[config.mk]
export PLATFORM = sky130hd
export DESIGN_NAME = mem_access_sequencer
export DESIGN_NICKNAME = d
export VERILOG_FILES = /design/src/rtl/mem_access_sequencer.sv
export SDC_FILE = /design/constraint.sdc
export NUM_CORES = 1
export LEC_CHECK = 0
export ABC_AREA = 1
export CAP_MARGIN = 25
export CORE_MARGIN = 1.5
export CORE_UTILIZATION = 42
export DETAILED_ROUTE_END_ITERATION = 10
export GPL_TIMING_DRIVEN = 0
export PLACE_DENSITY = 0.83
export SLEW_MARGIN = 20
export SYNTH_ARGS = -nofsm -noshare
export SYNTH_HDL_FRONTEND = slang
export SYNTH_SLANG_ARGS = --single-unit
[constraint.sdc]
create_clock -name clock -period 10 [get_ports clock]
set_input_delay 3 -clock clock [delete_from_list [all_inputs] [get_ports clock]]
set_output_delay 3 -clock clock [all_outputs]
set_load 0.005 [all_outputs]
[src/rtl/mem_access_sequencer.sv]
// mem_access_sequencer: arbitrates fetch/data requests onto the single-port memory with fixed wait states.
// Define MEM_SEQ_RR_EN for round-robin contention; otherwise data always beats fetch.
module mem_access_sequencer #(
  parameter int READ_WAIT  = 3,
  parameter int WRITE_WAIT = 2
) (
  input  logic        clock,
  input  logic        reset,
  input  logic        fetch_req,
  input  logic [31:0] fetch_addr,
  input  logic        data_req,
  input  logic        data_we,
  input  logic [31:0] data_addr,
  input  logic [31:0] data_wdata,
  input  logic [31:0] mem_rdata,
  output logic [31:0] Address,
  output logic        MemReadWrite,
  output logic [31:0] WriteDataMem,
  output logic [31:0] rdata,
  output logic        fetch_done,
  output logic        data_done,
  output logic        owner_data,
  output logic        busy,
  output logic [1:0]  State_out
);
  localparam int MAXW = READ_WAIT > WRITE_WAIT ? READ_WAIT : WRITE_WAIT;
  localparam int CW   = $clog2(MAXW + 1);
  typedef enum logic [1:0] {IDLE = 2'd0, ACCESS = 2'd1, DONE = 2'd2} state_t;
  state_t          r_state, w_next;
  logic [CW-1:0]   r_cnt;
  logic [31:0]     r_addr, r_wdata, r_rdata;
  logic            r_we, r_owner;
  logic            w_req, w_grant_data, w_last;
  assign w_req  = fetch_req | data_req;
  assign w_last = r_cnt == (r_we ? CW'(WRITE_WAIT - 1) : CW'(READ_WAIT - 1));
`ifdef MEM_SEQ_RR_EN
  logic r_last_owner;
  always_ff @(posedge clock or posedge reset)
    if (reset) r_last_owner <= 1'b1;
    else if (r_state == DONE) r_last_owner <= r_owner;
  assign w_grant_data = data_req & (~fetch_req | ~r_last_owner);
`else
  assign w_grant_data = data_req;
`endif
  always_ff @(posedge clock or posedge reset)
    if (reset) r_state <= IDLE;
    else r_state <= w_next;
  always_comb begin
    w_next = IDLE;
    w_next = r_state == IDLE   ? (w_req ? ACCESS : IDLE) :
             r_state == ACCESS ? (w_last ? DONE : ACCESS) : IDLE;
  end
  always_ff @(posedge clock or posedge reset)
    if (reset) begin
      r_cnt   <= '0;
      r_addr  <= '0;
      r_wdata <= '0;
      r_rdata <= '0;
      r_we    <= 1'b0;
      r_owner <= 1'b0;
    end else begin
      if (r_state == IDLE && w_req) begin
        r_owner <= w_grant_data;
        r_addr  <= w_grant_data ? data_addr : fetch_addr;
        r_we    <= w_grant_data & data_we;
        r_wdata <= w_grant_data ? data_wdata : r_wdata;
        r_cnt   <= '0;
      end
      if (r_state == ACCESS) begin
        r_cnt <= r_cnt + 1'b1;
        if (w_last && !r_we) r_rdata <= mem_rdata;
      end
    end
  // Write strobe is gated by state so reset removes it without waiting for a clock.
  assign MemReadWrite = (r_state == ACCESS) & r_we;
  assign Address      = r_addr;
  assign WriteDataMem = r_wdata;
  assign rdata        = r_rdata;
  assign fetch_done   = (r_state == DONE) & ~r_owner;
  assign data_done    = (r_state == DONE) & r_owner;
  assign owner_data   = (r_state != IDLE) & r_owner;
  assign busy         = r_state != IDLE;
  assign State_out    = r_state;
endmodule
==> results of run 1 <==
-- worst paths after layout --
check | start | endpoint | slack, ns | cells after the start
worst min-delay path | rdata[13] | rdata[13] | 0.48 | 2
min in group asynchronous | reset | rdata[3] | 3.00 | 2
max in group asynchronous | reset | Address[31] | 6.36 | 3
worst min register to register | rdata[13] | rdata[13] | 0.48 | 2
worst max-delay path | State_out[1] | owner_data | 4.89 | 4
worst max register to register | State_out[1] | WriteDataMem[8] | 8.46 | 4
-- report_power, final --
group          switching [mW]  total, mW  internal, mW
clock network           0.152      0.297         0.144
logic                   0.442      0.960         0.518
registers               0.121      0.733         0.611
total                   0.716       1.99          1.27
-- per-layer routing --
metal	up-vias	part of all wire	global-route usage
met4	0	0.019	0.0930
met1	2087	0.37	0.279
met5	-	0	0
li1	2157	-	-
met2	209	0.51	0.459
met3	24	0.10	0.0872
-- logic make-up after synthesis --
| family | Yosys count | share of synthesized area |
|---|---|---|
| AO/OA/AOI/OAI | 66 | 0.0760 |
| XOR/XNOR | 1 | 0.00199 |
| buffers and inverters | 75 | 0.0723 |
| flip-flops | 102 | 0.581 |
| AND/OR/NAND/NOR | 284 | 0.269 |
-- state kept, by name, summed over array words and instances (netlist names) --
name	count
Address	32
WriteDataMem	32
State_out	2
r_cnt	2
r_owner	1
rdata	32
r_we	1
-- worst register-to-register path, stage by stage (launching register included) --
cell and delay (ns):
dfrtp_1 0.47, nor2_4 0.31, clkbuf_1 0.45, nand3_1 0.14, nand2_1 0.12
-- metrics by stage --
step / setup slack, ns / hold slack (ns)
final: 4.89 / 0.478
after detailed placement: 5.28 / 0.457
after CTS: 4.87 / 0.480
after global placement: 2.90 / 0.453
after global routing: 4.78 / 0.501
after floorplan: 4.32 / 0.464
-- cell usage in the layout, fill, tap and decap left out --
cell type,synthesis,layout
inv_2,1,1
nor2_1,7,7
clkinvlp_4,0,1
nand3_1,67,67
nor3_1,2,2
buf_16,0,1
nor2_4,2,2
buf_2,17,17
clkinv_4,0,2
o21ai_1,3,3
buf_6,1,1
clkbuf_1,10,10
dfrtp_1,102,102
inv_1,42,41
nand2_1,205,205
buf_4,2,2
nor3_4,1,1
inv_8,0,1
o21ai_2,1,1
buf_1,2,2
inv_6,0,2
clkbuf_8,0,9
bufinv_16,0,2
clkdlybuf4s50_1,0,235
o21ai_0,30,30
xnor2_1,1,1
a21oi_1,32,32
-- cell type report --
class	count	area, um2
Multi-Input combinational cell	351	1520
Buffer	32	156
Fill cell	816	3050
Sequential cell	102	2550
Tap cell	136	170
Timing Repair Buffer	236	2380
Clock buffer	9	124
Clock inverter	7	105
Inverter	43	166
==> results.json, run 1 <==
{
  "fp.coreArea_mm2": 0.0102,
  "htree_levels": 3,
  "synth_edf_count": 0,
  "dieArea_mm2": 0.0111,
  "cp.arrival_ns": 2.11,
  "drc": 0,
  "required_ns": 7.00,
  "cts_made_buffers": 9,
  "status": "completed",
  "placed_area_mm2": 0.00695,
  "cp-start-kind": "flip-flop",
  "drt-pass1-iter-count": 5,
  "vdd_ir_drop_max_v": 0.000136,
  "drive_gt1_frac": 0.0551,
  "syn_nets": 661,
  "fin_cells": 916,
  "ys_ff_latch": 102,
  "synth_area_leader_cell": "dfrtp_1",
  "grt-ovfl-total": 0,
  "ys_seq_area_frac": 0.581,
  "slowest_delay_ns": 0.47,
  "yosysUniqueCellTypes": 19,
  "netlist_area_mm2": 0.00439,
  "groute.usage.overall": 0.256,
  "cp_cell_sequence": "nor2_4, clkbuf_1, nor2_1, clkdlybuf4s50_1",
  "die_h_um": 105,
  "dp.cells": 900,
  "drv_slew": 0,
  "synth_warnings": 0,
  "place.gp.congestion": 0.823,
  "holdBufCountCts": 0,
  "root_buffer": "clkbuf_8",
  "numClockSinks": 102,
  "fin_nets": 908,
  "critPathTopFamily": "buffers and inverters",
  "area_growth_pct": 63.4,
  "critPathKind": "flip-flop to primary output",
  "fmax_mhz": 196,
  "io_pins": 236,
  "final.min_clock_period_ns": 5.11,
  "synth_top_area_frac": 0.581,
  "grt_pass1_wl_um": 22200,
  "stdcell_area_mm2": 0.00718,
  "start_util": 0.429,
  "p_leak_nw": 3.52,
  "grt_pass1_vias": 4584,
  "critical_path_buf_inv_count": 2,
  "synth-async-reset-ratio": 1.00,
  "synthTopCellsByArea": "dfrtp_1 (58%), nand2_1 (18%), nand3_1 (7.6%)",
  "fin_skew_ns": 0.00691,
  "drt-total-wl_um": 14000,
  "postCtsResizedCells": 0,
  "num_vias": 4477,
  "critPathSlowestCell": "dfrtp_1",
  "power_mw": 1.99,
  "synthCells": 528,
  "ant_nets": 0,
  "maxCapViolCount": 0,
  "placementRows": 37,
  "cp-end-kind": "primary output",
  "relSlewSlack": 0.621,
  "vias_per_cell": 4.89,
  "power.density_mw_per_mm2": 277,
  "grt_max_degree": 62,
  "cts_tree": "yes",
  "wire_per_inst_um": 15.3,
  "rsz0062_at_grt": "false",
  "hpwl_um": 10900,
  "portBuffers": 235,
  "setup_viol": 0,
  "antenna_found_initial": 0,
  "fin_crit_sh": 0.511,
  "yosys_most_used_dff": "dfrtp_1",
  "clock_latency_ns": 0.37,
  "setup_tns_ns": 0,
  "post_cts_buffers": 0,
  "min_path_type": "flip-flop to flip-flop",
  "hold_viol": 0,
  "clockBufferDepth": 2,
  "synth_area_per_cell_um2": 8.32,
  "yosys-top-cells-count": "nand2_1 (205), dfrtp_1 (102), nand3_1 (67)",
  "cp_max_fo": 10,
  "clk_pin_slew_ns": 0.10,
  "dieWidth_um": 105,
  "final_core_util": 0.701,
  "synth.most_common_cell": "nand2_1",
  "worst_pin_slew_ns": 0.569,
  "drt_iter0_drc": 195,
  "diodes": 0
}
Note: power is estimated with default switching activity, not from simulation.
==> run 2, diff against run 1 <==
--- a/config.mk
+++ b/config.mk
@@ -8,10 +8,10 @@
 export ABC_AREA = 1
 export CAP_MARGIN = 25
 export CORE_MARGIN = 1.5
-export CORE_UTILIZATION = 42
+export CORE_UTILIZATION = 39
 export DETAILED_ROUTE_END_ITERATION = 10
 export GPL_TIMING_DRIVEN = 0
-export PLACE_DENSITY = 0.83
+export PLACE_DENSITY = 0.78
 export SLEW_MARGIN = 20
 export SYNTH_ARGS = -nofsm -noshare
 export SYNTH_HDL_FRONTEND = slang
==> constraint.sdc (replaced) <==
create_clock -name clock -period 5 [get_ports clock]
set_input_delay 1.5 -clock clock [delete_from_list [all_inputs] [get_ports clock]]
set_output_delay 1.5 -clock clock [all_outputs]
set_load 0.005 [all_outputs]
==> run 2 against run 1 <==
  * Flip-flop and latch count stayed put
  * Count of clock-buffer cells in the layout is 3 higher
  * Global-route usage is 1.8 points lower
  * Sequential power is 100% higher
  * Setup slack worse by 3.4 ns
  * Non-clock buffer count stayed put
  * Largest power group unchanged
==> results.json, run 2 (same netlist as run 1, synthesis figures left out) <==
{
  "status": "completed",
  "p_int_mw": 2.55,
  "seqPwrFrac": 0.373,
  "place.gp.congestion": 0.839,
  "hpwl_um": 10800,
  "fmax_mhz": 284,
  "p_leak_nw": 3.52,
  "setup_viol": 0,
  "final_cell_mix": "clkdlybuf4s50_1 (235), nand2_1 (205), dfrtp_1 (102)",
  "holdBufCountCts": 0,
  "fin_skew_ns": 0.00838,
  "vias_per_cell": 4.82,
  "required_ns": 3.50,
  "rsz0062_at_grt": "false",
  "p_clk_frac": 0.144,
  "critPathKind": "flip-flop to primary output",
  "drv_slew": 0,
  "post_cts_buffers": 0,
  "fin_nets": 908,
  "clockBufferDepth": 2,
  "grt-ovfl-total": 0,
  "maxCapViolCount": 0,
  "grt_pass1_wl_um": 21700,
  "vdd_ir_drop_max_v": 0.000252,
  "cp-start-kind": "flip-flop",
  "fin_crit_sh": 0.704,
  "drc": 0,
  "num_vias": 4431,
  "hold_viol": 0,
  "clk_pin_slew_ns": 0.09,
  "io_pins": 236,
  "min_path_type": "flip-flop to flip-flop",
  "postCtsResizedCells": 0,
  "dieArea_mm2": 0.0119,
  "groute.usage.overall": 0.238,
  "relSlewSlack": 0.693,
  "cp_max_fo": 10,
  "p_sw_mw": 1.39,
  "ant_nets": 0,
  "grt_pass1_vias": 4510,
  "cp-end-kind": "primary output",
  "area_growth_pct": 63.2,
  "power.density_mw_per_mm2": 550,
  "switching_share": 0.353,
  "antenna_found_initial": 0,
  "start_util": 0.403,
  "cts_tree": "yes",
  "dp_worst_setup_slack_ns": 1.86,
  "grt_max_degree": 56,
  "die_h_um": 109,
  "htree_levels": 3,
  "p_comb_frac": 0.482,
  "drive_gt1_frac": 0.0526,
  "cts_made_buffers": 9,
  "drt-pass1-iter-count": 4,
  "portBuffers": 235,
  "drt-total-wl_um": 13800,
  "root_buffer": "clkbuf_8",
  "worst_pin_slew_ns": 0.461,
  "placed_area_mm2": 0.00695,
  "dieWidth_um": 109,
  "clock_latency_ns": 0.37,
  "fp.coreArea_mm2": 0.0109,
  "layout_setup_ws_ns": 1.48,
  "drt_iter0_drc": 261,
  "placementRows": 38,
  "final_common_cell": "clkdlybuf4s50_1",
  "stdcell_area_mm2": 0.00717,
  "final.min_clock_period_ns": 3.52,
  "cp.arrival_ns": 2.02,
  "numClockSinks": 102,
  "wire_per_inst_um": 14.9,
  "diodes": 0
}
==> run 2: worst max-delay path, stage by stage (launching register included) <==
cell and delay [ns]:
dfrtp_1 0.46, nor2_4 0.29, clkbuf_1 0.36, nor2_1 0.08, clkdlybuf4s50_1 0.46
==> run 2: cell type report <==
type | count | area [um2]
clock inverter | 4 | 70.1
tap | 140 | 175
sequential | 102 | 2550
timing repair buffer | 236 | 2380
clock buffer | 12 | 145
buffer | 32 | 156
multi-input combinational | 351 | 1520
inverter | 43 | 166
fill | 892 | 3720
==> run 2: path summary, 6_finish.rpt <==
check	startpoint	to	slack, ns	depth (start not counted)
setup / recovery	State_out[1]	owner_data	1.48	4
hold / removal	rdata[4]	rdata[4]	0.48	2
setup reg to reg	State_out[1]	Address[8]	3.48	5
hold reg to reg	rdata[4]	rdata[4]	0.48	2
max in group asynchronous	reset	WriteDataMem[13]	2.85	3
min in group asynchronous	reset	WriteDataMem[24]	1.53	2
==> run 2: metrics by stage <==
step | cells | power [mW] | hold slack [ns] | util | TNS [ns]
after floorplan | 528 | 2.22 | 0.464 | - | 0
after global placement | 903 | 3.33 | 0.454 | 0.636 | -64.45
after detailed placement | 904 | 3.40 | 0.460 | 0.639 | 0
after CTS | 920 | 3.98 | 0.481 | 0.658 | 0
after global routing | 920 | 4.26 | 0.492 | 0.658 | 0
final | 920 | 3.94 | 0.477 | 0.658 | 0
==> run 2: layer usage <==
metal	vias up	part of all wire	GRT usage
met5	-	0	0
met4	0	0.022	0.0930
met3	18	0.099	0.0735
met2	195	0.50	0.428
met1	2066	0.38	0.259
li1	2152	-	-
==> run 2: power groups by stage <==
stage	logic (mW)	registers, mW	clock network, mW
after detailed placement	1.92	1.48	0
after floorplan	0.732	1.49	0
after global placement	1.87	1.47	0
after global routing	2.13	1.52	0.616
final	1.90	1.47	0.569
after CTS	1.93	1.47	0.582
==> run 3, diff against run 2 <==
--- a/config.mk
+++ b/config.mk
@@ -8,10 +8,10 @@
 export ABC_AREA = 1
 export CAP_MARGIN = 25
 export CORE_MARGIN = 1.5
-export CORE_UTILIZATION = 39
+export CORE_UTILIZATION = 35
 export DETAILED_ROUTE_END_ITERATION = 10
 export GPL_TIMING_DRIVEN = 0
-export PLACE_DENSITY = 0.78
+export PLACE_DENSITY = 0.74
 export SLEW_MARGIN = 20
 export SYNTH_ARGS = -nofsm -noshare
 export SYNTH_HDL_FRONTEND = slang
==> constraint.sdc (replaced) <==
create_clock -name clock -period 3 [get_ports clock]
set_input_delay 0.9 -clock clock [delete_from_list [all_inputs] [get_ports clock]]
set_output_delay 0.9 -clock clock [all_outputs]
set_load 0.005 [all_outputs]
==> run 3 against run 2 <==
  * Design area rose by 3.2%
  * Final cell count rose by 3.2%
  * Count of clock-buffer cells in the layout fell by 1
  * Non-clock buffer count rose by 1
  * Hold slack got worse by 0.0095 ns
  * Flip-flop and latch count did not move
  * Core utilization fell by 4.8 points
  * Clock power rose to 2.5 times the previous value
  * Sequential share of layout area fell by 1.1 points
  * Register-to-register slack got worse by 2.2 ns
  * Largest cell class is now buffers
  * Largest power group unchanged
==> results.json, run 3 (same netlist as run 1, synthesis figures left out) <==
{
  "holdBufCountCts": 0,
  "critPathSlowestCell": "clkdlybuf4s50_1",
  "placed_area_mm2": 0.00703,
  "cp.arrival_ns": 1.88,
  "reg2regPathDepth": 6,
  "drt_iter0_drc": 181,
  "hold_viol": 0,
  "critPathTopFamily": "buffers and inverters",
  "stdcell_area_mm2": 0.00739,
  "multiInputGateArea_mm2": 0.00152,
  "dieWidth_um": 115,
  "fmax_mhz": 360,
  "portBuffers": 235,
  "critPathKind": "flip-flop to primary output",
  "fin_nets": 909,
  "dieArea_mm2": 0.0132,
  "final_common_cell": "clkdlybuf4s50_1",
  "cts_made_buffers": 9,
  "grt_pass1_wl_um": 22000,
  "drc": 0,
  "grt-ovfl-total": 0,
  "grt_pass1_vias": 4635,
  "clock_latency_ns": 0.34,
  "clk_pin_slew_ns": 0.06,
  "num_vias": 4432,
  "cp_cell_sequence": "inv_2, nor2_4, inv_1, nor2_1, clkdlybuf4s50_1",
  "final.min_clock_period_ns": 2.78,
  "worstHoldPathCells": 2,
  "placementRows": 40,
  "required_ns": 2.10,
  "hpwl_um": 10900,
  "fillers": 1073,
  "area_growth_pct": 68.3,
  "power_mw": 7.07,
  "fin_crit_sh": 0.926,
  "postCtsResizedCells": 0,
  "drt-total-wl_um": 13800,
  "grt_max_degree": 36,
  "root_buffer": "clkbuf_16",
  "path_depth": 5,
  "ant_nets": 0,
  "clockBufferDepth": 2,
  "p_leak_nw": 3.60,
  "power.density_mw_per_mm2": 956,
  "groute.usage.overall": 0.214,
  "die_h_um": 115,
  "slowest_delay_ns": 0.54,
  "setup_tns_ns": 0,
  "rsz0062_at_grt": "false",
  "status": "completed",
  "setup_viol": 0,
  "worst_pin_slew_ns": 0.553,
  "start_util": 0.363,
  "final_cell_mix": "clkdlybuf4s50_1 (235), nand2_1 (205), dfrtp_1 (102)",
  "vias_per_cell": 4.67,
  "cp-start-kind": "flip-flop",
  "critical_path_buf_inv_count": 3,
  "diodes": 0,
  "maxCapViolCount": 0,
  "fp.coreArea_mm2": 0.0121,
  "cp-end-kind": "primary output",
  "place.gp.congestion": 0.804,
  "post_cts_buffers": 0,
  "drt-pass1-iter-count": 4,
  "numClockSinks": 102,
  "min_path_type": "flip-flop to flip-flop",
  "cts_tree": "yes",
  "wire_per_inst_um": 14.5,
  "drv_slew": 0,
  "io_pins": 236,
  "register_area_mm2": 0.00255,
  "rrSetupSlack_ns": 1.29,
  "vdd_ir_drop_max_v": 0.000387,
  "relSlewSlack": 0.631,
  "cp_max_fo": 10,
  "htree_levels": 3,
  "antenna_found_initial": 0,
  "fin_skew_ns": 0.0115,
  "drive_gt1_frac": 0.0563
}
## run 3: worst paths after layout
path | startpoint | to
setup / recovery | State_out[0] | MemReadWrite
hold / removal | rdata[17] | rdata[17]
setup reg to reg | State_out[1] | Address[2]
hold reg to reg | rdata[17] | rdata[17]
max in group asynchronous | reset | rdata[19]
min in group asynchronous | reset | Address[23]
## run 3: metrics by stage
step           utilization  std cells  setup WS, ns  hold WS [ns]
2_1_floorplan            -        528         0.882         0.464
3_3_place_gp         0.575        931        -0.107         0.452
3_5_place_dp         0.580        934         0.404         0.457
4_1_cts              0.611        950        0.0327         0.474
5_1_grt              0.611        949         0.117         0.490
6_report             0.611        949         0.223         0.468
## run 3: tightest hold or removal path, stage by stage, from the launching register on
cell	delay, ns
dfrtp_1	0.34
nand2_1	0.05
nand2_1	0.05
## run 3: where the power goes
group	switching [mW]	internal (mW)
Combinational	1.45	1.73
Sequential	0.407	2.04
Clock	0.511	0.926
## run 3: cell type report
cell class / instances / area share
Clock buffer: 11 / 0.0328
Inverter: 43 / 0.0223
Multi-Input combinational cell: 351 / 0.206
Tap cell: 168 / 0.0284
Buffer: 31 / 0.0206
Timing Repair Buffer: 238 / 0.327
Clock inverter: 5 / 0.0174
Sequential cell: 102 / 0.345
## run 3: per-layer routing
layer / vias up / part of all wire / GRT usage
met5: - / 0 / 0
met1: 2046 / 0.39 / 0.236
li1: 2169 / - / -
met3: 22 / 0.097 / 0.0691
met4: 0 / 0.023 / 0.0864
met2: 195 / 0.49 / 0.382
